[src/rtl/cref_rst_pkg.sv]
// Shared types and defaults for the SERDES reset sequencer: state encoding, the
// registered reset-output bundle and the per-state output decode.
package cref_rst_pkg;

    typedef enum logic [2:0] {
        QUAD_RST = 3'd0,
        WAIT_PLL = 3'd1,
        TX_UP    = 3'd2,
        RX_RST   = 3'd3,
        WAIT_CDR = 3'd4,
        RUN      = 3'd5
    } seq_state_t;

    localparam int DEF_QUAD_RST_CYC    = 16;
    localparam int DEF_RX_RST_CYC      = 16;
    localparam int DEF_LOCK_STABLE_CYC = 1024;
    localparam int DEF_CDR_STABLE_CYC  = 1024;
    localparam int DEF_PLL_TIMEOUT_CYC = 65536;
    localparam int DEF_CDR_TIMEOUT_CYC = 65536;

    typedef struct packed {
        logic quad;
        logic tx_pcs;
        logic rx_serdes;
        logic rx_pcs;
        logic link;
    } rst_out_t;

    localparam rst_out_t RST_ALL = '{quad: 1'b1, tx_pcs: 1'b1, rx_serdes: 1'b1,
                                     rx_pcs: 1'b1, link: 1'b0};

    function automatic int max2(input int a, input int b);
        return (a > b) ? a : b;
    endfunction

    // Resets released progressively as the sequence advances; TX stays released
    // on every state past TX_UP so an RX-only retry never disturbs the TX side.
    function automatic rst_out_t state_outputs(input seq_state_t s);
        rst_out_t o;
        o = RST_ALL;
        case (s)
            WAIT_PLL: o.quad = 1'b0;
            TX_UP, RX_RST: begin
                o.quad   = 1'b0;
                o.tx_pcs = 1'b0;
            end
            WAIT_CDR: begin
                o.quad      = 1'b0;
                o.tx_pcs    = 1'b0;
                o.rx_serdes = 1'b0;
            end
            RUN: begin
                o.quad      = 1'b0;
                o.tx_pcs    = 1'b0;
                o.rx_serdes = 1'b0;
                o.rx_pcs    = 1'b0;
                o.link      = 1'b1;
            end
            default: ;
        endcase
        return o;
    endfunction

endpackage

[src/rtl/cref_sync2.sv]
// Two-flop synchronizer, one independent chain per bit, async active-low reset to 0.
module cref_sync2 #(
    parameter int WIDTH = 1
) (
    input  logic             clk,
    input  logic             rst_n,
    input  logic [WIDTH-1:0] d,
    output logic [WIDTH-1:0] q
);

    genvar gi;
    generate
        for (gi = 0; gi < WIDTH; gi++) begin : g_bit
            logic meta_reg;
            logic sync_reg;

            always_ff @(posedge clk or negedge rst_n) begin
                if (!rst_n) begin
                    meta_reg <= 1'b0;
                    sync_reg <= 1'b0;
                end else begin
                    meta_reg <= d[gi];
                    sync_reg <= meta_reg;
                end
            end

            assign q[gi] = sync_reg;
        end
    endgenerate

endmodule

[src/rtl/cref_serdes_rst_seq.sv]
// Reset sequencer for the ECP5 SERDES quad (PCIe x1): quad -> TX PLL lock -> RX CDR lock -> PCS release.
// Define CREF_RST_STATUS_EN to expose seq_state and a saturating retry_cnt.
module cref_serdes_rst_seq
    import cref_rst_pkg::*;
#(
    parameter int QUAD_RST_CYC    = DEF_QUAD_RST_CYC,
    parameter int RX_RST_CYC      = DEF_RX_RST_CYC,
    parameter int LOCK_STABLE_CYC = DEF_LOCK_STABLE_CYC,
    parameter int CDR_STABLE_CYC  = DEF_CDR_STABLE_CYC,
    parameter int PLL_TIMEOUT_CYC = DEF_PLL_TIMEOUT_CYC,
    parameter int CDR_TIMEOUT_CYC = DEF_CDR_TIMEOUT_CYC
) (
    input  logic       clk,
    input  logic       rst_n,
    input  logic       pll_lock,
    input  logic       rx_cdr_lol,
    input  logic       rx_los,
    output logic       rst_quad,
    output logic       rst_tx_pcs,
    output logic       rst_rx_serdes,
    output logic       rst_rx_pcs,
    output logic       link_ready
`ifdef CREF_RST_STATUS_EN
    ,
    output logic [2:0] seq_state,
    output logic [7:0] retry_cnt
`endif
);

    localparam int CNT_RANGE = max2(max2(max2(QUAD_RST_CYC, RX_RST_CYC),
                                         max2(LOCK_STABLE_CYC, CDR_STABLE_CYC)),
                                    max2(PLL_TIMEOUT_CYC, CDR_TIMEOUT_CYC));
    localparam int CNT_W = (CNT_RANGE > 1) ? $clog2(CNT_RANGE) : 1;

    localparam logic [CNT_W-1:0] CNT_SAT      = '1;
    localparam logic [CNT_W-1:0] QUAD_LAST    = CNT_W'(QUAD_RST_CYC - 1);
    localparam logic [CNT_W-1:0] RX_LAST      = CNT_W'(RX_RST_CYC - 1);
    localparam logic [CNT_W-1:0] LOCK_LAST    = CNT_W'(LOCK_STABLE_CYC - 1);
    localparam logic [CNT_W-1:0] CDR_LAST     = CNT_W'(CDR_STABLE_CYC - 1);
    localparam logic [CNT_W-1:0] PLL_TMO_LAST = CNT_W'(PLL_TIMEOUT_CYC - 1);
    localparam logic [CNT_W-1:0] CDR_TMO_LAST = CNT_W'(CDR_TIMEOUT_CYC - 1);

    logic [2:0] sync_in;
    logic [2:0] sync_out;
    logic       pll_ok;
    logic       rx_ok;

    assign sync_in = {pll_lock, rx_cdr_lol, rx_los};

    cref_sync2 #(.WIDTH(3)) u_sync (
        .clk   (clk),
        .rst_n (rst_n),
        .d     (sync_in),
        .q     (sync_out)
    );

    assign pll_ok = sync_out[2];
    assign rx_ok  = !sync_out[1] && !sync_out[0];

    seq_state_t       state_reg, state_next;
    logic [CNT_W-1:0] cnt_reg, cnt_next;
    logic [CNT_W-1:0] tmo_reg, tmo_next;
    logic [CNT_W-1:0] cnt_inc;
    rst_out_t         out_reg, out_next;

    assign cnt_inc = (cnt_reg == CNT_SAT) ? cnt_reg : cnt_reg + CNT_W'(1);

    always_ff @(posedge clk or negedge rst_n) begin
        if (!rst_n) begin
            state_reg <= QUAD_RST;
            cnt_reg   <= '0;
            tmo_reg   <= '0;
            out_reg   <= RST_ALL;
        end else begin
            state_reg <= state_next;
            cnt_reg   <= cnt_next;
            tmo_reg   <= tmo_next;
            out_reg   <= out_next;
        end
    end

    always_comb begin
        state_next = state_reg;
        cnt_next   = cnt_reg;
        tmo_next   = tmo_reg;

        case (state_reg)
            QUAD_RST: if (cnt_reg == QUAD_LAST) state_next = WAIT_PLL;
            WAIT_PLL: begin
                if (pll_ok && cnt_reg == LOCK_LAST)
                    state_next = TX_UP;
                else if (tmo_reg == PLL_TMO_LAST)
                    state_next = QUAD_RST;
            end
            TX_UP:    state_next = RX_RST;
            RX_RST:   if (cnt_reg == RX_LAST) state_next = WAIT_CDR;
            WAIT_CDR: begin
                if (rx_ok && cnt_reg == CDR_LAST)
                    state_next = RUN;
                else if (tmo_reg == CDR_TMO_LAST)
                    state_next = RX_RST;
            end
            RUN:      if (!rx_ok) state_next = RX_RST;
            default:  state_next = QUAD_RST;
        endcase

        // Losing the TX PLL invalidates everything downstream of it.
        if (!pll_ok && (state_reg == TX_UP || state_reg == RX_RST ||
                        state_reg == WAIT_CDR || state_reg == RUN))
            state_next = QUAD_RST;

        if (state_next != state_reg) begin
            cnt_next = '0;
            tmo_next = '0;
        end else begin
            tmo_next = (tmo_reg == CNT_SAT) ? tmo_reg : tmo_reg + CNT_W'(1);
            case (state_reg)
                WAIT_PLL: cnt_next = pll_ok ? cnt_inc : '0;
                WAIT_CDR: cnt_next = rx_ok  ? cnt_inc : '0;
                default:  cnt_next = cnt_inc;
            endcase
        end
    end

    // Outputs are decoded from the next state so they register alongside it.
    assign out_next = state_outputs(state_next);

    assign rst_quad      = out_reg.quad;
    assign rst_tx_pcs    = out_reg.tx_pcs;
    assign rst_rx_serdes = out_reg.rx_serdes;
    assign rst_rx_pcs    = out_reg.rx_pcs;
    assign link_ready    = out_reg.link;

`ifdef CREF_RST_STATUS_EN
    logic       retry_evt;
    logic [7:0] retry_reg;

    // QUAD_RST is only re-entered on failure; RX_RST only from TX_UP on success.
    assign retry_evt = (state_next == QUAD_RST && state_reg != QUAD_RST) ||
                       (state_next == RX_RST && state_reg != RX_RST && state_reg != TX_UP);

    always_ff @(posedge clk or negedge rst_n) begin
        if (!rst_n)
            retry_reg <= 8'd0;
        else if (retry_evt && retry_reg != 8'hFF)
            retry_reg <= retry_reg + 8'd1;
    end

    assign seq_state = state_reg;
    assign retry_cnt = retry_reg;
`endif

endmodule
[config.mk]
export PLATFORM = sky130hd
export DESIGN_NAME = cref_serdes_rst_seq
export DESIGN_NICKNAME = d
export VERILOG_FILES = /design/src/rtl/cref_rst_pkg.sv /design/src/rtl/cref_sync2.sv /design/src/rtl/cref_serdes_rst_seq.sv
export SDC_FILE = /design/constraint.sdc
export NUM_CORES = 1
export LEC_CHECK = 0
export CORE_AREA = 5 5 77 79
export CTS_BUF_LIST = sky130_fd_sc_hd__clkbuf_8
export DETAILED_ROUTE_END_ITERATION = 8
export DIE_AREA = 0 0 82 84
export PLACE_DENSITY = 0.67
export SLEW_MARGIN = 40
export SYNTH_ARGS = -nofsm -noshare
export SYNTH_HDL_FRONTEND = slang
export SYNTH_SLANG_ARGS = --single-unit
[constraint.sdc]
create_clock -name clk -period 2.4 [get_ports clk]
set_input_delay 0.48 -clock clk [delete_from_list [all_inputs] [get_ports clk]]
set_output_delay 0.48 -clock clk [all_outputs]
set_load 0.005 [all_outputs]
==> results of run 1 <==
==> power by group through the flow <==
stage | combinational (mW) | clock, mW | sequential (mW)
global route | 0.0583 | 0.515 | 0.790
detailed placement | 0.0485 | 0 | 0.804
floorplan | 0.0159 | 0 | 0.804
global placement | 0.0460 | 0 | 0.803
finish | 0.0510 | 0.460 | 0.789
CTS | 0.0517 | 0.485 | 0.789
==> metal layers <==
| layer | wire, um | GRT usage, % | part of all wire (%) | up-vias |
|---|---|---|---|---|
| met4 | 104 | 6.50 | 1.9 | 0 |
| met5 | 0 | 0 | 0 | - |
| met3 | 144 | 3.35 | 2.6 | 10 |
| li1 | - | - | - | 1014 |
| met2 | 2740 | 29.1 | 50 | 41 |
| met1 | 2490 | 22.3 | 45 | 1016 |
==> area by class of cell <==
| type | instances | area share (%) |
|---|---|---|
| clock buffer | 5 | 2.14 |
| multi-input combinational | 178 | 41.9 |
| sequential | 46 | 35.9 |
| tap | 72 | 2.80 |
| clock inverter | 3 | 0.545 |
| inverter | 6 | 0.700 |
| timing repair buffer | 57 | 16.0 |
==> how the worst max path moves through the flow <==
stage	endpoint	cells after the start	slack [ps]
finish	tmo_reg[0]	9	-30
global route	cnt_reg[11]	8	-130
CTS	tmo_reg[0]	9	0.3
detailed placement	cnt_reg[5]	8	-90
global placement	tmo_reg[9]	8	-50
floorplan	tmo_reg[8]	8	-40
==> synthesized netlist by cell type (all sizes together) (4+ instances only) <==
cell type	instances
dfrtp	42
nor3	25
nor4	25
nand3	17
nand4	16
xnor2	13
nor2	12
xor2	12
o21ai	10
buf	8
nand2	7
inv	6
and3	5
clkbuf	5
dfstp	4
==> stage by stage <==
step           area, um^2  hold slack [ps]  setup TNS [ps]
2_1_floorplan        2530              184            -347
3_3_place_gp         3030              333            -485
3_5_place_dp         3030              339            -813
4_1_cts              3180              264               0
5_1_grt              3220              310           -2450
6_report             3220              255            -149
==> worst max-delay path: stages (launching register included) <==
cell      delay, ps
dfrtp_1         370
nand4_1         190
or4_1           560
buf_4           200
a311oi_1        280
or3_1           160
a211o_1         150
buf_12          220
buf_12          140
nor3_2           40
==> cells by family after synthesis <==
group	Yosys count
simple gates	123
compound gates	23
fa+ha+maj	3
buf+inv	19
flops	46
xor+xnor	25
mux	4
==> repair_timing <==
item | in CTS | in global routing
pin swaps | 3 | 3
setup endpoints to repair | 29 | 34
gates resized for setup | 9 | 7
setup buffers | 1 | 1
==> results.sh, run 1 <==
export IMPL_vias=2081
export IMPL_ys_ff_latch=46
export IMPL_final_cell_mix="42 x dfrtp_1, 41 x buf_4, 17 x nand3_1"
export IMPL_dp_cells=357
export IMPL_fmax_mhz=412
export IMPL_antenna_left=0
export IMPL_synthFlopType="dfrtp_1"
export IMPL_post_drt_wl_per_cell_um=14.9
export IMPL_switching_share_pct=22.8
export IMPL_synth_top_area_share_pct=43.4
export IMPL_multi_input_area_mm2=0.00135
export IMPL_diodes=0
export IMPL_grt_antenna_before_repair=0
export IMPL_dr_first_iter_drc_count=155
export IMPL_synth_nets=250
export IMPL_cp_startpoint="tmo_reg[14]"
export IMPL_dr_pass1_iters=4
export IMPL_power_density_mw_per_mm2=404
export IMPL_worstRegToRegCells=9
export IMPL_hold_path_class="in -> async"
export IMPL_fin_crit_sh_pct=101
export IMPL_maxSlewViolCount=0
export IMPL_instances_no_fill=367
export IMPL_synth_top_family_by_area="simple AND/OR/NAND/NOR gates"
export IMPL_final_common_cell="dfrtp_1"
export IMPL_rrSetupSlack_ps=-30
export IMPL_arrival_ps=2610
export IMPL_synth_cells=243
export IMPL_synth_cell_type_count=43
export IMPL_finalCriticalPeriod_ps=2430
export IMPL_synthAdderAreaFrac_pct=1.45
export IMPL_fp_dieH_um=84
export IMPL_syn_area_per_cell_um2=9.97
export IMPL_switchingPower_mw=0.296
export IMPL_violations="negative setup slack"
export IMPL_synth_mux_area_share_pct=1.86
export IMPL_p_int_mw=1.00
export IMPL_synth_edff_count=0
export IMPL_area_growth_pct=32.8
export IMPL_die_w_um=82
export IMPL_fin_nets=301
export IMPL_register_area_mm2=0.00116
export IMPL_synth_simple_area_share_pct=28.7
export IMPL_p_seq_share_pct=60.7
export IMPL_worstReg2RegStart="tmo_reg[14]"
export IMPL_worst_pin_slew_ps=896
export IMPL_path_class="reg -> reg"
export IMPL_vias_per_cell=5.67
export IMPL_grt_ovfl_total=0
export IMPL_required_ps=2580
export IMPL_critPathCaptureType="register"
export IMPL_place_gp_congestion=0.960
export IMPL_cts_buffers=5
export IMPL_comb_power_share_pct=3.9
export IMPL_path_max_fanout=25
export IMPL_cts_root_buf="clkbuf_8"
export IMPL_fp_row_count=27
export IMPL_fin_ws_ps=-25.5
export IMPL_track_usage_pct=17.6
export IMPL_post_dp_hpwl_mm=3.78
export IMPL_synth_compound_area_share_pct=7.49
export IMPL_fillers=446
export IMPL_clock_skew_ps=8.80
export IMPL_dieArea_mm2=0.00689
export IMPL_grt_pass1_vias=2045
export IMPL_cts_tree="built"
export IMPL_wirelength_mm=5.48
export IMPL_start_kind="register"
export IMPL_p_leak_nw=1.31
export IMPL_fin_util_pct=61.0
export IMPL_holdBufCountCts=0
export IMPL_fin_total_pwr_mw=1.30
export IMPL_portBuffers=9
export IMPL_place_ws_ps=-89.1
export IMPL_yosys_area_top_type="dfrtp_1"
export IMPL_drv_cap=0
export IMPL_synth_xor_area_share_pct=9.04
export IMPL_drc=0
export IMPL_yosys_top_cells_area="dfrtp_1 43%, nor4_1 6.5%, nor3_1 5.2%"
export IMPL_clk_latency_ps=300
export IMPL_synthArstFlopShare_pct=100
export IMPL_design_core_area_mm2=0.00527
export IMPL_initial_core_util_pct=46.0
export IMPL_cts_clk_slew_worst_paths_ps=90
export IMPL_rsz0062_at_grt="yes"
export IMPL_clockPowerShare_pct=35.4
export IMPL_cts_sinks=46
export IMPL_hold_viol_final=0
export IMPL_vdd_drop_max_mv=0.265
export IMPL_grt_pass1_wl_mm=9.43
export IMPL_drive_gt1_share_pct=32.2
export IMPL_io_pins=10
export IMPL_setup_viol=9
export IMPL_ys_seq_area_share_pct=47.7
export IMPL_grt_max_degree=47
export IMPL_h_tree_depth=2
export IMPL_outcome="complete, but fails checks"
export IMPL_cts_max_path_buffers=2
export IMPL_synth_cell_area_mm2=0.00242
export IMPL_max_slew_margin_rel_pct=40.2
export IMPL_yosys_warnings=0
export IMPL_r2r_end="tmo_reg[0]"
Note: power is estimated with default switching activity, not from simulation.
==> inputs of run 2 (changes only) <==
--- a/config.mk
+++ b/config.mk
@@ -9,7 +9,6 @@
 export CTS_BUF_LIST = sky130_fd_sc_hd__clkbuf_8
 export DETAILED_ROUTE_END_ITERATION = 8
 export DIE_AREA = 0 0 82 84
-export PLACE_DENSITY = 0.67
 export SLEW_MARGIN = 40
 export SYNTH_ARGS = -nofsm -noshare
 export SYNTH_HDL_FRONTEND = slang
==> constraint.sdc (replaced) <==
create_clock -name clk -period 3.01 [get_ports clk]
set_input_delay 0.602 -clock clk [delete_from_list [all_inputs] [get_ports clk]]
set_output_delay 0.602 -clock clk [all_outputs]
set_load 0.005 [all_outputs]
==> run 2 against run 1 <==
  * The run now ends clean
  * Critical path depth fell by 2
  * Sequential cell count did not move
  * Total power fell by 16%
  * Die area did not move
  * Non-clock buffer count fell by 42
  * Critical path type unchanged
  * Largest power group unchanged
==> results.sh, run 2 (synthesis gave the netlist of run 1 again) <==
export IMPL_dp_cells=317
export IMPL_grt_antenna_before_repair=0
export IMPL_track_usage_pct=16.1
export IMPL_portBuffers=9
export IMPL_setup_viol=0
export IMPL_arrival_ps=2910
export IMPL_antenna_left=0
export IMPL_grt_pass1_vias=1804
export IMPL_instances_no_fill=325
export IMPL_final_common_cell="dfrtp_1"
export IMPL_io_pins=10
export IMPL_dr_first_iter_drc_count=95
export IMPL_clock_skew_ps=12.2
export IMPL_cts_clk_slew_worst_paths_ps=90
export IMPL_post_drt_wl_per_cell_um=15.0
export IMPL_cts_tree="built"
export IMPL_worstReg2RegStart="tmo_reg[0]"
export IMPL_cts_max_path_buffers=2
export IMPL_clk_latency_ps=300
export IMPL_die_w_um=82
export IMPL_rsz0062_at_grt="no"
export IMPL_dr_pass1_iters=4
export IMPL_vias_per_cell=5.63
export IMPL_path_class="reg -> reg"
export IMPL_finalCriticalPeriod_ps=2720
export IMPL_place_area_mm2=0.00258
export IMPL_drv_cap=0
export IMPL_maxSlewViolCount=0
export IMPL_grt_ovfl_total=0
export IMPL_holdBufCountCts=0
export IMPL_cts_sinks=46
export IMPL_wirelength_mm=4.89
export IMPL_critPathCaptureType="register"
export IMPL_final_cell_mix="42 x dfrtp_1, 25 x nor4_1, 25 x nor3_1"
export IMPL_fin_nets=259
export IMPL_fmax_mhz=368
export IMPL_finalSetupTns_ps=0
export IMPL_initial_core_util_pct=46.0
export IMPL_start_kind="register"
export IMPL_h_tree_depth=2
export IMPL_fin_total_pwr_mw=1.09
export IMPL_fp_dieH_um=84
export IMPL_cts_setup_buffers=0
export IMPL_hold_path_class="in -> async"
export IMPL_worstRegToRegCells=7
export IMPL_vdd_drop_max_mv=0.205
export IMPL_cts_root_buf="clkbuf_8"
export IMPL_outcome="completed"
export IMPL_r2r_end="cnt_reg[13]"
export IMPL_place_gp_congestion=0.817
export IMPL_required_ps=3200
export IMPL_hold_viol_final=0
export IMPL_area_growth_pct=10.9
export IMPL_dieArea_mm2=0.00689
export IMPL_vias=1831
export IMPL_drc=0
export IMPL_finalInstanceArea_mm2=0.00269
export IMPL_fp_row_count=27
export IMPL_p_leak_nw=1.06
export IMPL_drive_gt1_share_pct=9.88
export IMPL_worst_pin_slew_ps=546
export IMPL_path_max_fanout=32
export IMPL_grt_max_degree=47
export IMPL_fin_crit_sh_pct=90.3
export IMPL_max_slew_margin_rel_pct=63.2
export IMPL_design_core_area_mm2=0.00527
export IMPL_grt_pass1_wl_mm=8.80
export IMPL_post_dp_hpwl_mm=3.28
export IMPL_cts_buffers=5
export IMPL_rrSetupSlack_ps=290
export IMPL_diodes=0
export IMPL_cts_resized=0
export IMPL_power_density_mw_per_mm2=407
==> run 2: cell count changes in the layout (fill, tap and decap cells not counted), moves of 2 or more <==
cell	delta
buf_4	-34
nor3_1	+15
nor3_2	-15
nor4_1	+9
nor4_2	-8
buf_12	-5
clkbuf_8	+3
buf_6	-2
==> run 2: metrics by stage <==
| step | util [%] | hold slack (ps) | worst slack (ps) |
|---|---|---|---|
| 4_1_cts | 51.0 | 312 | 281 |
| 6_report | 51.0 | 281 | 293 |
| 3_5_place_dp | 48.9 | 336 | 293 |
| 2_1_floorplan | - | 306 | 452 |
| 5_1_grt | 51.0 | 334 | 76.8 |
| 3_3_place_gp | 48.8 | 334 | 361 |
==> run 2: worst max-delay path by stage <==
stage                     start          end  cells after the start
floorplan            tmo_reg[0]  cnt_reg[10]                      9
global placement     tmo_reg[0]  cnt_reg[13]                      7
detailed placement   tmo_reg[0]  cnt_reg[10]                      7
CTS                  tmo_reg[0]  cnt_reg[10]                      7
global route        cnt_reg[10]  cnt_reg[12]                      6
finish               tmo_reg[0]  cnt_reg[13]                      7
==> run 2: layout make-up <==
type | count | area, um^2
sequential | 46 | 1160
clock buffer | 8 | 110
tap | 72 | 90.1
multi-input combinational | 178 | 1170
fill | 514 | 2580
inverter | 6 | 22.5
timing repair buffer | 15 | 133
==> run 2: metal layers <==
layer | track usage, % | routed length (um) | share of wire [%] | up-vias
met5 | 0 | 0 | 0 | -
met4 | 4.08 | 57 | 1.2 | 0
met3 | 3.24 | 137 | 2.8 | 5
met2 | 24.2 | 2210 | 45 | 21
met1 | 23.5 | 2480 | 51 | 874
li1 | - | - | - | 931
==> run 2: critical path: stages (launching register included) <==
cell and delay, ps:
dfrtp_1 420, ha_1 210, nand3_1 110, or4_1 560, o211a_1 180, o311ai_4 270
mux2_4 480, a2111oi_2 370
==> run 2: report_power, final <==
part	total, mW	leakage, nW	internal (mW)	switching, mW
sequential	0.630	0.598	0.625	0.00550
clock	0.430	0.0575	0.232	0.198
combinational	0.0319	0.407	0.0103	0.0216
